$ cat src/rtl/ws_pkg.sv
// Shared constants and output-stage helpers for the weight-stationary PE array.
package ws_pkg;

   localparam int unsigned PSUM_W = 10;
   localparam int unsigned OUT_W  = 8;
   localparam int unsigned KCOLS  = 3;
   localparam int unsigned ACC_W  = PSUM_W + $clog2(KCOLS) + 1;

   localparam logic signed [ACC_W-1:0] OUT_MAX = ACC_W'((1 << OUT_W) - 1);

   typedef struct packed {
      logic             sat;
      logic [OUT_W-1:0] val;
   } relu_t;

   // ReLU followed by unsigned saturation; sat marks a high-side clamp only
   function automatic relu_t relu_sat(input logic signed [ACC_W-1:0] sum);
      relu_t r;
      r = '0;
      if (sum[ACC_W-1]) begin
         r.val = '0;
      end else if (sum > OUT_MAX) begin
         r.sat = 1'b1;
         r.val = '1;
      end else begin
         r.val = sum[OUT_W-1:0];
      end
      return r;
   endfunction

endpackage

$ cat src/rtl/ws_sync_fifo.sv
// Single-clock FIFO with extra-bit pointers; shows zero on rdata when empty.
module ws_sync_fifo #(
   parameter int unsigned WIDTH = 8,
   parameter int unsigned DEPTH = 4
) (
   input  logic             sys_clk,
   input  logic             CLR,
   input  logic             push,
   input  logic             pop,
   input  logic [WIDTH-1:0] wdata,
   output logic [WIDTH-1:0] rdata,
   output logic             full,
   output logic             empty
);

   localparam int unsigned AW = (DEPTH > 1) ? $clog2(DEPTH) : 1;

   logic [AW:0]      wptr;
   logic [AW:0]      rptr;
   logic [WIDTH-1:0] mem [DEPTH];
   logic             do_push;
   logic             do_pop;

   assign empty   = (wptr == rptr);
   assign full    = (wptr[AW] != rptr[AW]) && (wptr[AW-1:0] == rptr[AW-1:0]);
   assign do_pop  = pop & ~empty;
   assign do_push = push & (~full | do_pop);
   assign rdata   = empty ? '0 : mem[rptr[AW-1:0]];

   always_ff @(posedge sys_clk or posedge CLR) begin
      if (CLR) begin
         wptr <= '0;
         rptr <= '0;
      end else begin
         if (do_push) wptr <= wptr + (AW+1)'(1);
         if (do_pop)  rptr <= rptr + (AW+1)'(1);
      end
   end

   // Storage needs no reset: rdata is masked while empty
   always_ff @(posedge sys_clk) begin
      if (do_push) mem[wptr[AW-1:0]] <= wdata;
   end

endmodule

$ cat src/rtl/psum_relu_buffer.sv
// Accumulates KCOLS partial sums per output pixel, applies ReLU/saturation,
// and queues activations toward feature-map writeback.
module psum_relu_buffer
   import ws_pkg::*;
#(
   parameter int unsigned DEPTH = 4
) (
   input  logic                     sys_clk,
   input  logic                     CLR,
   input  logic                     sync_clr,
   input  logic                     in_valid,
   output logic                     in_ready,
   input  logic signed [PSUM_W-1:0] in_data,
   output logic                     out_valid,
   input  logic                     out_ready,
   output logic [OUT_W-1:0]         out_data,
   output logic                     sat_flag,
   output logic [15:0]              grp_cnt
);

   localparam int unsigned BEAT_W = (KCOLS > 1) ? $clog2(KCOLS) : 1;
   localparam logic [BEAT_W-1:0] LAST_BEAT = BEAT_W'(KCOLS - 1);

   logic [BEAT_W-1:0]       beat_cnt;
   logic signed [ACC_W-1:0] acc;
   logic signed [ACC_W-1:0] in_ext;
   logic signed [ACC_W-1:0] sum;
   logic                    last_beat;
   logic                    accept;
   logic                    push;
   logic                    pop;
   logic                    fifo_full;
   logic                    fifo_empty;
   relu_t                   res;

   assign in_ext    = {{(ACC_W-PSUM_W){in_data[PSUM_W-1]}}, in_data};
   assign sum       = acc + in_ext;
   assign res       = relu_sat(sum);
   assign last_beat = (beat_cnt == LAST_BEAT);

   // Only the completing beat can be stalled, and only by a full FIFO
   assign in_ready  = ~last_beat | ~fifo_full;
   assign accept    = in_valid & in_ready & ~sync_clr;
   assign push      = accept & last_beat;
   assign out_valid = ~fifo_empty;
   assign pop       = out_valid & out_ready;

   always_ff @(posedge sys_clk or posedge CLR) begin
      if (CLR) begin
         beat_cnt <= '0;
         acc      <= '0;
         sat_flag <= 1'b0;
         grp_cnt  <= '0;
      end else begin
         if (sync_clr) begin
            beat_cnt <= '0;
            acc      <= '0;
         end else if (accept) begin
            if (last_beat) begin
               beat_cnt <= '0;
               acc      <= '0;
            end else begin
               beat_cnt <= beat_cnt + BEAT_W'(1);
               acc      <= (beat_cnt == '0) ? in_ext : sum;
            end
         end
         if (push) begin
            grp_cnt <= grp_cnt + 16'd1;
            if (res.sat) sat_flag <= 1'b1;
         end
      end
   end

   ws_sync_fifo #(
      .WIDTH (OUT_W),
      .DEPTH (DEPTH)
   ) u_fifo (
      .sys_clk (sys_clk),
      .CLR     (CLR),
      .push    (push),
      .pop     (pop),
      .wdata   (res.val),
      .rdata   (out_data),
      .full    (fifo_full),
      .empty   (fifo_empty)
   );

endmodule

$ cat config.mk
export PLATFORM = sky130hd
export DESIGN_NAME = psum_relu_buffer
export DESIGN_NICKNAME = d
export VERILOG_FILES = /design/src/rtl/ws_pkg.sv /design/src/rtl/ws_sync_fifo.sv /design/src/rtl/psum_relu_buffer.sv
export SDC_FILE = /design/constraint.sdc
export NUM_CORES = 1
export LEC_CHECK = 0
export CAP_MARGIN = 20
export CORE_UTILIZATION = 40
export DETAILED_ROUTE_END_ITERATION = 10
export HOLD_SLACK_MARGIN = 0.1
export PLACE_DENSITY_LB_ADDON = 0.05
export SYNTH_ARGS = -nofsm -noshare
export SYNTH_HDL_FRONTEND = slang
export SYNTH_HIERARCHICAL = 1
export SYNTH_SLANG_ARGS = --single-unit
$ cat constraint.sdc
create_clock -name sys_clk -period 2.7 [get_ports sys_clk]
set_input_delay 0.27 -clock sys_clk [delete_from_list [all_inputs] [get_ports sys_clk]]
set_output_delay 0.27 -clock sys_clk [all_outputs]
set_load 0.01 [all_outputs]
After elaboration in Yosys (flattened, before gate mapping)
Memories as Yosys holds them, arrays and structs flattened.
Cells that the tools add are included.
{ "classes": {"addsub": 5, "n_lt_le_gt_ge": 1, "n_eq_ne": 4, "muxes": 14, "bitwise": 12, "n_reduce_logical": 4} }
{ "op_table": {"columns": ["operator", "count"], "rows": [
  ["2-to-1 mux 13 bit", 4],
  ["2-to-1 mux 8 bit", 3],
  ["adder 16 x 1 -> 16 bit, second input constant", 1],
  ["adder 13 x 10 -> 13 bit", 1],
  ["> comparator 13 x 9 -> 1 bit, second input constant", 1],
  ["adder 3 x 1 -> 3 bit, second input constant", 2],
  ["bitwise AND 1 bit", 6],
  ["2-to-1 mux 2 bit", 3],
  ["2-to-1 mux 1 bit", 4],
  ["inverter 1 bit", 4],
  ["equality test 3 bit", 1],
  ["adder 2 x 1 -> 2 bit, second input constant", 1],
  ["equality test 2 bit", 1],
  ["equality test 2 bit, second input constant", 1],
  ["zero test 2 bit", 1],
  ["bitwise OR 1 bit", 2],
  ["AND reduction 2 bit", 1],
  ["nonzero test 2 bit", 1],
  ["logical AND 1 bit", 1],
  ["inequality test 1 bit", 1]
]} }
{ "totals": {"ff_bits": 38, "ram_bits": 32, "inputBits": 15, "n_memories": 1} }
{ "memory_table": {"columns": ["memory", "words", "width", "read_ports", "rd_ports_with_merged_regs", "write_ports", "line_no", "text"], "rows": [
  ["u_fifo.mem", 4, 8, 1, 0, 1, "ws_sync_fifo.sv:20", "logic [WIDTH-1:0] mem [DEPTH];"]
]} }

Depth between registers and ports, before layout
Gate-level depths: netlist of run 1.
{ "depth": {"ltp_word": 10, "depth_mapped": 9} }

By module
The synthesis of run 1 kept the hierarchy.
{ "by_module_without_submodules": {"columns": ["module", "instances", "cells_each", "area_each_um2", "seq_area_each_um2"], "rows": [
  ["psum_relu_buffer", 1, 238, 2255.9, 800.8],
  ["ws_sync_fifo", 1, 86, 1665.3, 1111.1]
]} }

Least setup slack after synthesis of run 1
No wires, ideal clock.
{ "synth_path": {"path_type": "reg-to-reg", "from": "register acc[0]", "to": "memory u_fifo.mem[0][6], data pin", "setup_time_ps": 264, "arrival_ps": 2340, "required_time_ps": 2436, "slack_ps": 96, "stages_incl_launch_ff": 10, "synth_period_minus_slack_ps": 2604, "path_cell_list": "dfrtp_1 -> ha_1 -> inv_1 -> fa_1 -> nor2b_1 -> o211a_1 -> o211ai_1 -> and4_1 -> or4_1 -> o21ba_1"} }
{ "synth_lines": {"columns": ["item", "line_no", "text"], "rows": [
  ["from (decl)", "psum_relu_buffer.sv:25", "logic signed [ACC_W-1:0] acc;"],
  ["from (signal assigned)", "psum_relu_buffer.sv:64", "acc <= (beat_cnt == '0) ? in_ext : sum;"],
  ["to (decl)", "ws_sync_fifo.sv:20", null]
]} }

==> impl_metrics.toml, run 1 <==
[status]
status = "complete, no violations"

[pwr]
combPwrFrac_pct = 44.2
p_int_mw = 2.47
p_seq_share_pct = 35.9
irDropWorstVdd_v = 0.000277
p_switching_mw = 1.31
p_leak_nw = 2.12
swShare_pct = 34.7
total_power_mw = 3.78
p_per_area_nw_per_um2 = 726
power_frac_clock_pct = 19.9

[yosys]
synth_cell_types = 68
yosysSeqAreaShare_pct = 48.8
yosys-top-cells-count = "dfrtp_1, edfxtp_1, nand2_1"
synth_edf_count = 32
ys.warnings.count = 6
yosysTopAreaCell = "edfxtp_1"
syn_area_per_cell_um2 = 12.1
synth_area_leaders = "edfxtp_1, dfrtp_1, ha_1"
synth-seq-cells = 70
ys_async_sr_fraction_pct = 54.3
syn_inst = 324
synthFlopType = "dfrtp_1"
yosysTopAreaCellShare_pct = 24.5
synth_area_um2 = 3920
syn-num-nets = 358
synth_most_common_cell = "dfrtp_1"

[placed_design]
detailed_place.area_um2 = 4780
place_congestion = 0.779
portBuffers = 41
dp_cells = 532
dp_hpwl_mm = 6.31

[setup_path]
r2r_start = "acc[8]$_DFFE_PP0P_"
rr_worst_depth = 7
reg2reg_slack_ns = 0.08
cp.arrival_ns = 2.73
path_max_fanout = 4
critPathLaunchType = "input port"
path_class = "input port to flip-flop"
reg2reg_to = "u_fifo/mem[1][7]$_DFFE_PP_"
required_ns = 2.79
end_kind = "flip-flop"

[cts]
clock-sinks = 70
clockBufferDepth = 2
htree_levels = 3
cts_tree = "built"
cts_buffers = 9
insertion_delay_ns = 0.35
root_buffer = "clkbuf_8"
cts_hold_buf = 0
clkTransAtPathRegs_ns = 0.07

[routing]
first_pass_iters = 5
via_per_inst = 5.17
wl_mm = 8.79
initialDrtViolationCount = 73
vias = 2855
final_antenna_net_count = 0
drt-wirelength-per-cell_um = 15.9
drc = 0

[global_routing]
grt_pass1_vias = 2823
grt_pass1_wl_mm = 14.4
antenna_found_initial = 0
grt_max_degree = 33
grt_usage_pct = 18.8
gr-total-overflow = 0

[cells_and_area]
drive_gt1_share_pct = 29.6
layout.cells.non_filler = 552
design_area_um2 = 5210
antenna_cells = 0
syn_to_final_growth_pct = 32.8
num-fill-cells = 831
fin_nets = 452

[sta]
skew_ns = 0.0184
drv_slew = 0
slew_headroom_pct = 60.9
setup_violations = 0
fin_crit_ns = 2.64
worst_pin_slew_ns = 0.584
hold_viol_final = 0
timing.fmax_mhz = 379
grt_setup_unrepaired = "false"
post-route-period-util_pct = 97.8

[die]
start_util_pct = 41.8
dieArea_um2 = 10200
core-area_um2 = 9370
fp.dieW_um = 101
rows = 35
io_pins = 42
die_y_um = 101

[job]
cap_violations = 0

[worst_hold_path]
hp-class = "input port to asynchronous set/reset pin"
worst max path at each step:
stage	from	endpoint	slack, ns
6_report	in_data[2]	u_fifo/mem[1][7]$_DFFE_PP_	0.06
5_1_grt	acc[0]$_DFFE_PP0P_	u_fifo/mem[0][7]$_DFFE_PP_	0.0009
4_1_cts	u_fifo/wptr[1]$_DFFE_PP0P_	in_ready	0.004
3_5_place_dp	in_data[0]	u_fifo/mem[1][4]$_DFFE_PP_	-0.62
3_3_place_gp	in_data[0]	u_fifo/mem[0][4]$_DFFE_PP_	-0.58
2_1_floorplan	acc[0]$_DFFE_PP0P_	u_fifo/mem[0][6]$_DFFE_PP_	0.1
cell type report:
type	count	area (um^2)	share of cell area (%)
Clock inverter	4	22.5	0.432
Clock buffer	12	145	2.79
Multi-Input combinational cell	233	2120	40.7
Timing Repair Buffer	90	795	15.3
Inverter	14	52.6	1.01
Tap cell	129	161	3.10
Sequential cell	70	1910	36.7
per-layer routing:
metal / share of wire (%) / GRT usage, % / vias up
met5: 0 / 0 / -
met3: 2.9 / 3.88 / 4
met2: 48 / 30.9 / 43
met1: 49 / 25.2 / 1411
met4: 0.68 / 5.35 / 0
li1: - / - / 1397
what timing repair did:
action                                  in CTS  in global routing
endpoints found under the setup margin      34                 36
pin swaps                                    9                 11
setup buffers                                5                  0
resized for setup                           26                 17
per-stage QoR:
step / TNS [ns] / hold WS, ns / setup WS, ns / utilization [%]
2_1_floorplan: 0 / 0.0610 / 0.0962 / -
3_3_place_gp: -18.74 / 0.463 / -0.579 / 51.0
3_5_place_dp: -19.86 / 0.473 / -0.620 / 51.0
4_1_cts: 0 / 0.173 / 0.00386 / 54.5
5_1_grt: 0 / 0.202 / 0.000947 / 55.6
6_report: 0 / 0.177 / 0.0596 / 55.6
sequential cells by signal, indices dropped and copies added, names as in the netlist:
register	count
acc	13
beat_cnt	2
grp_cnt	16
sat_flag	1
u_fifo/mem	32
u_fifo/rptr	3
u_fifo/wptr	3
power by group through the flow:
stage                     Clock (mW)  Combinational, mW  Sequential, mW
after floorplan                    0              0.959            1.35
final                          0.752               1.67            1.36
after global routing           0.820               1.84            1.37
after detailed placement           0               1.53            1.38
after CTS                      0.776               1.64            1.36
after global placement             0               1.52            1.38
critical path, cell delays in order:
cell and delay [ns]:
clkdlybuf4s50_1 0.56, ha_4 0.24, o211ai_1 0.30, o21ai_4 0.11, a221oi_2 0.28, o221ai_2 0.15
or4_4 0.57, o21ba_4 0.25
layout by cell type (no fill, tap or decap), drive strengths merged, types with 10 or more instances in the layout:
master	Yosys	layout
buf	4	49
nor2	11	11
nand2	26	26
a21oi	15	15
dfrtp	38	38
nor2b	11	11
clkbuf	3	12
and3	10	10
clkdlybuf4s50	0	39
xor2	12	12
o21ai	14	14
xnor2	19	19
inv	14	14
ha	18	18
edfxtp	32	32
cells by family after synthesis:
family / synth area share [%]
and+or+nand+nor: 14.3
DFF: 48.8
AOI/OAI and AO/OA: 13.4
buffers and inverters: 2.68
muxes: 7.02
adders and majority gates: 6.25
xor gates and xnor gates: 7.59
(Power assumes the default switching activity.)
==> run 2, diff against run 1 <==
TNS_END_PERCENT = 20   (was unset)
==> run 2 against run 1 <==
Against the previous run:
- clock power hardly changed
- final cell count is 0.54% higher
- worst hold slack hardly changed
- critical path type unchanged
- largest power group unchanged
==> impl_metrics.toml, run 2 (same netlist as run 1, synthesis figures left out) <==
[cells_and_area]
layout.cells.non_filler = 555
layout.cells.most_common_list = "buf_4, clkdlybuf4s50_1, dfrtp_1"
drive_gt1_share_pct = 30.0
syn_to_final_growth_pct = 33.7
fin_nets = 455
largest_reg_flops = 32
antenna_cells = 0
num-fill-cells = 832
layout_commonest_cell = "buf_4"
fin_util_pct = 55.9

[routing]
first_pass_iters = 4
drc = 0
vias = 2851
wl_mm = 8.79
via_per_inst = 5.14
final_antenna_net_count = 0
initialDrtViolationCount = 68
drt-wirelength-per-cell_um = 15.8

[die]
core-area_um2 = 9370
fp.dieW_um = 101
rows = 35
dieArea_um2 = 10200
io_pins = 42
die_y_um = 101
start_util_pct = 41.8

[setup_path]
path_max_fanout = 4
end_kind = "flip-flop"
critPathLaunchType = "input port"
cp_num_cells = 8
path_buf_inv = 1
reg2reg_slack_ns = 0.10
critical_path.slowest_cell = "clkdlybuf4s50_1"
max_stage_delay_ns = 0.55
required_ns = 2.79
cp_top_family = "compound AO/OA/AOI/OAI gates"
cp.arrival_ns = 2.72
crit_chain = "clkdlybuf4s50_1, ha_4, o211ai_1, o21ai_4, a221oi_2, o221ai_2, or4_4, o21ba_4"
r2r_start = "acc[8]$_DFFE_PP0P_"
rr_worst_depth = 7
reg2reg_to = "u_fifo/mem[1][7]$_DFFE_PP_"
path_class = "input port to flip-flop"

[sta]
hold-worst-slack_ns = 0.177
drv_slew = 0
worst_pin_slew_ns = 0.596
timing.fmax_mhz = 381
setup_violations = 0
hold_viol_final = 0
fin_crit_ns = 2.63
post-route-period-util_pct = 97.3
worst_slack_ns = 0.0736
grt_setup_unrepaired = "false"
slew_headroom_pct = 60.1
skew_ns = 0.0155

[placed_design]
dp_hpwl_mm = 6.31
portBuffers = 41
dp_slack_ns = -0.620
dp_cells = 532
place_congestion = 0.779

[cts]
cts_buffers = 9
htree_levels = 3
clock-sinks = 70
clkTransAtPathRegs_ns = 0.07
cts_hold_buf = 0
clockBufferDepth = 2
insertion_delay_ns = 0.35
cts_tree = "built"
root_buffer = "clkbuf_8"

[global_routing]
grt_max_degree = 33
grt_pass1_wl_mm = 14.4
gr-total-overflow = 0
grt_usage_pct = 18.8
grt_pass1_vias = 2836
antenna_found_initial = 0

[pwr]
irDropWorstVdd_v = 0.000277
p_per_area_nw_per_um2 = 723
p_leak_nw = 2.14
total_power_mw = 3.79

[job]
cap_violations = 0

[status]
status = "complete, no violations"

[worst_hold_path]
hp-class = "input port to asynchronous set/reset pin"
-- run 2: cell count changes in the layout (fill, tap and decap cells not counted) --
cell | previous run | this run
a311oi_4 | 0 | 1
buf_4 | 46 | 49
a311oi_2 | 1 | 0
-- run 2: repair_timing --
action	CTS	global route
endpoints found under the setup margin	34	36
buffers inserted	4	4
gates resized for setup	27	17
pin swaps	9	14
-- run 2: layer usage --
layer	up-vias	GRT usage, %	routed length [um]	share of wire [%]
li1	1404	-	-	-
met2	40	30.8	4230	48
met4	0	5.80	97	1.1
met1	1399	25.0	4260	48
met5	-	0	0	0
met3	8	3.95	204	2.3
-- run 2: power breakdown --
group          switching (mW)  total (mW)  internal (mW)  leakage, nW
Sequential              0.111        1.36           1.24        0.791
Combinational           0.809        1.69          0.878         1.26
Clock                   0.395       0.749          0.355       0.0861
-- run 2: how the worst max path moves through the flow --
stage / startpoint / endpoint / slack [ns]
2_1_floorplan: acc[0]$_DFFE_PP0P_ / u_fifo/mem[0][6]$_DFFE_PP_ / 0.1
5_1_grt: acc[0]$_DFFE_PP0P_ / sat_flag$_DFFE_PP0P_ / 0.01
3_5_place_dp: in_data[0] / u_fifo/mem[1][4]$_DFFE_PP_ / -0.62
3_3_place_gp: in_data[0] / u_fifo/mem[0][4]$_DFFE_PP_ / -0.58
6_report: in_data[2] / u_fifo/mem[1][7]$_DFFE_PP_ / 0.07
4_1_cts: u_fifo/wptr[1]$_DFFE_PP0P_ / in_ready / 0.004
-- run 2: area by class of cell --
type | instances | area [um^2] | area share [%]
Inverter | 14 | 52.6 | 1.00
Sequential cell | 70 | 1910 | 36.5
Clock inverter | 4 | 22.5 | 0.430
Tap cell | 129 | 161 | 3.08
Multi-Input combinational cell | 233 | 2130 | 40.7
Timing Repair Buffer | 93 | 817 | 15.6
Clock buffer | 12 | 145 | 2.77
-- run 2: per-stage QoR --
| step | TNS (ns) | cell area [um^2] |
|---|---|---|
| global placement | -18.74 | 4780 |
| finish | 0 | 5240 |
| global route | 0 | 5240 |
| floorplan | 0 | 3920 |
| CTS | 0 | 5110 |
| detailed placement | -19.86 | 4780 |
==> run 3, diff against run 2 <==
HOLD_SLACK_MARGIN = 0.06   (was 0.1)
==> results of run 3 <==
No change in the layout: final DEF, timing and power equal those of run 2.
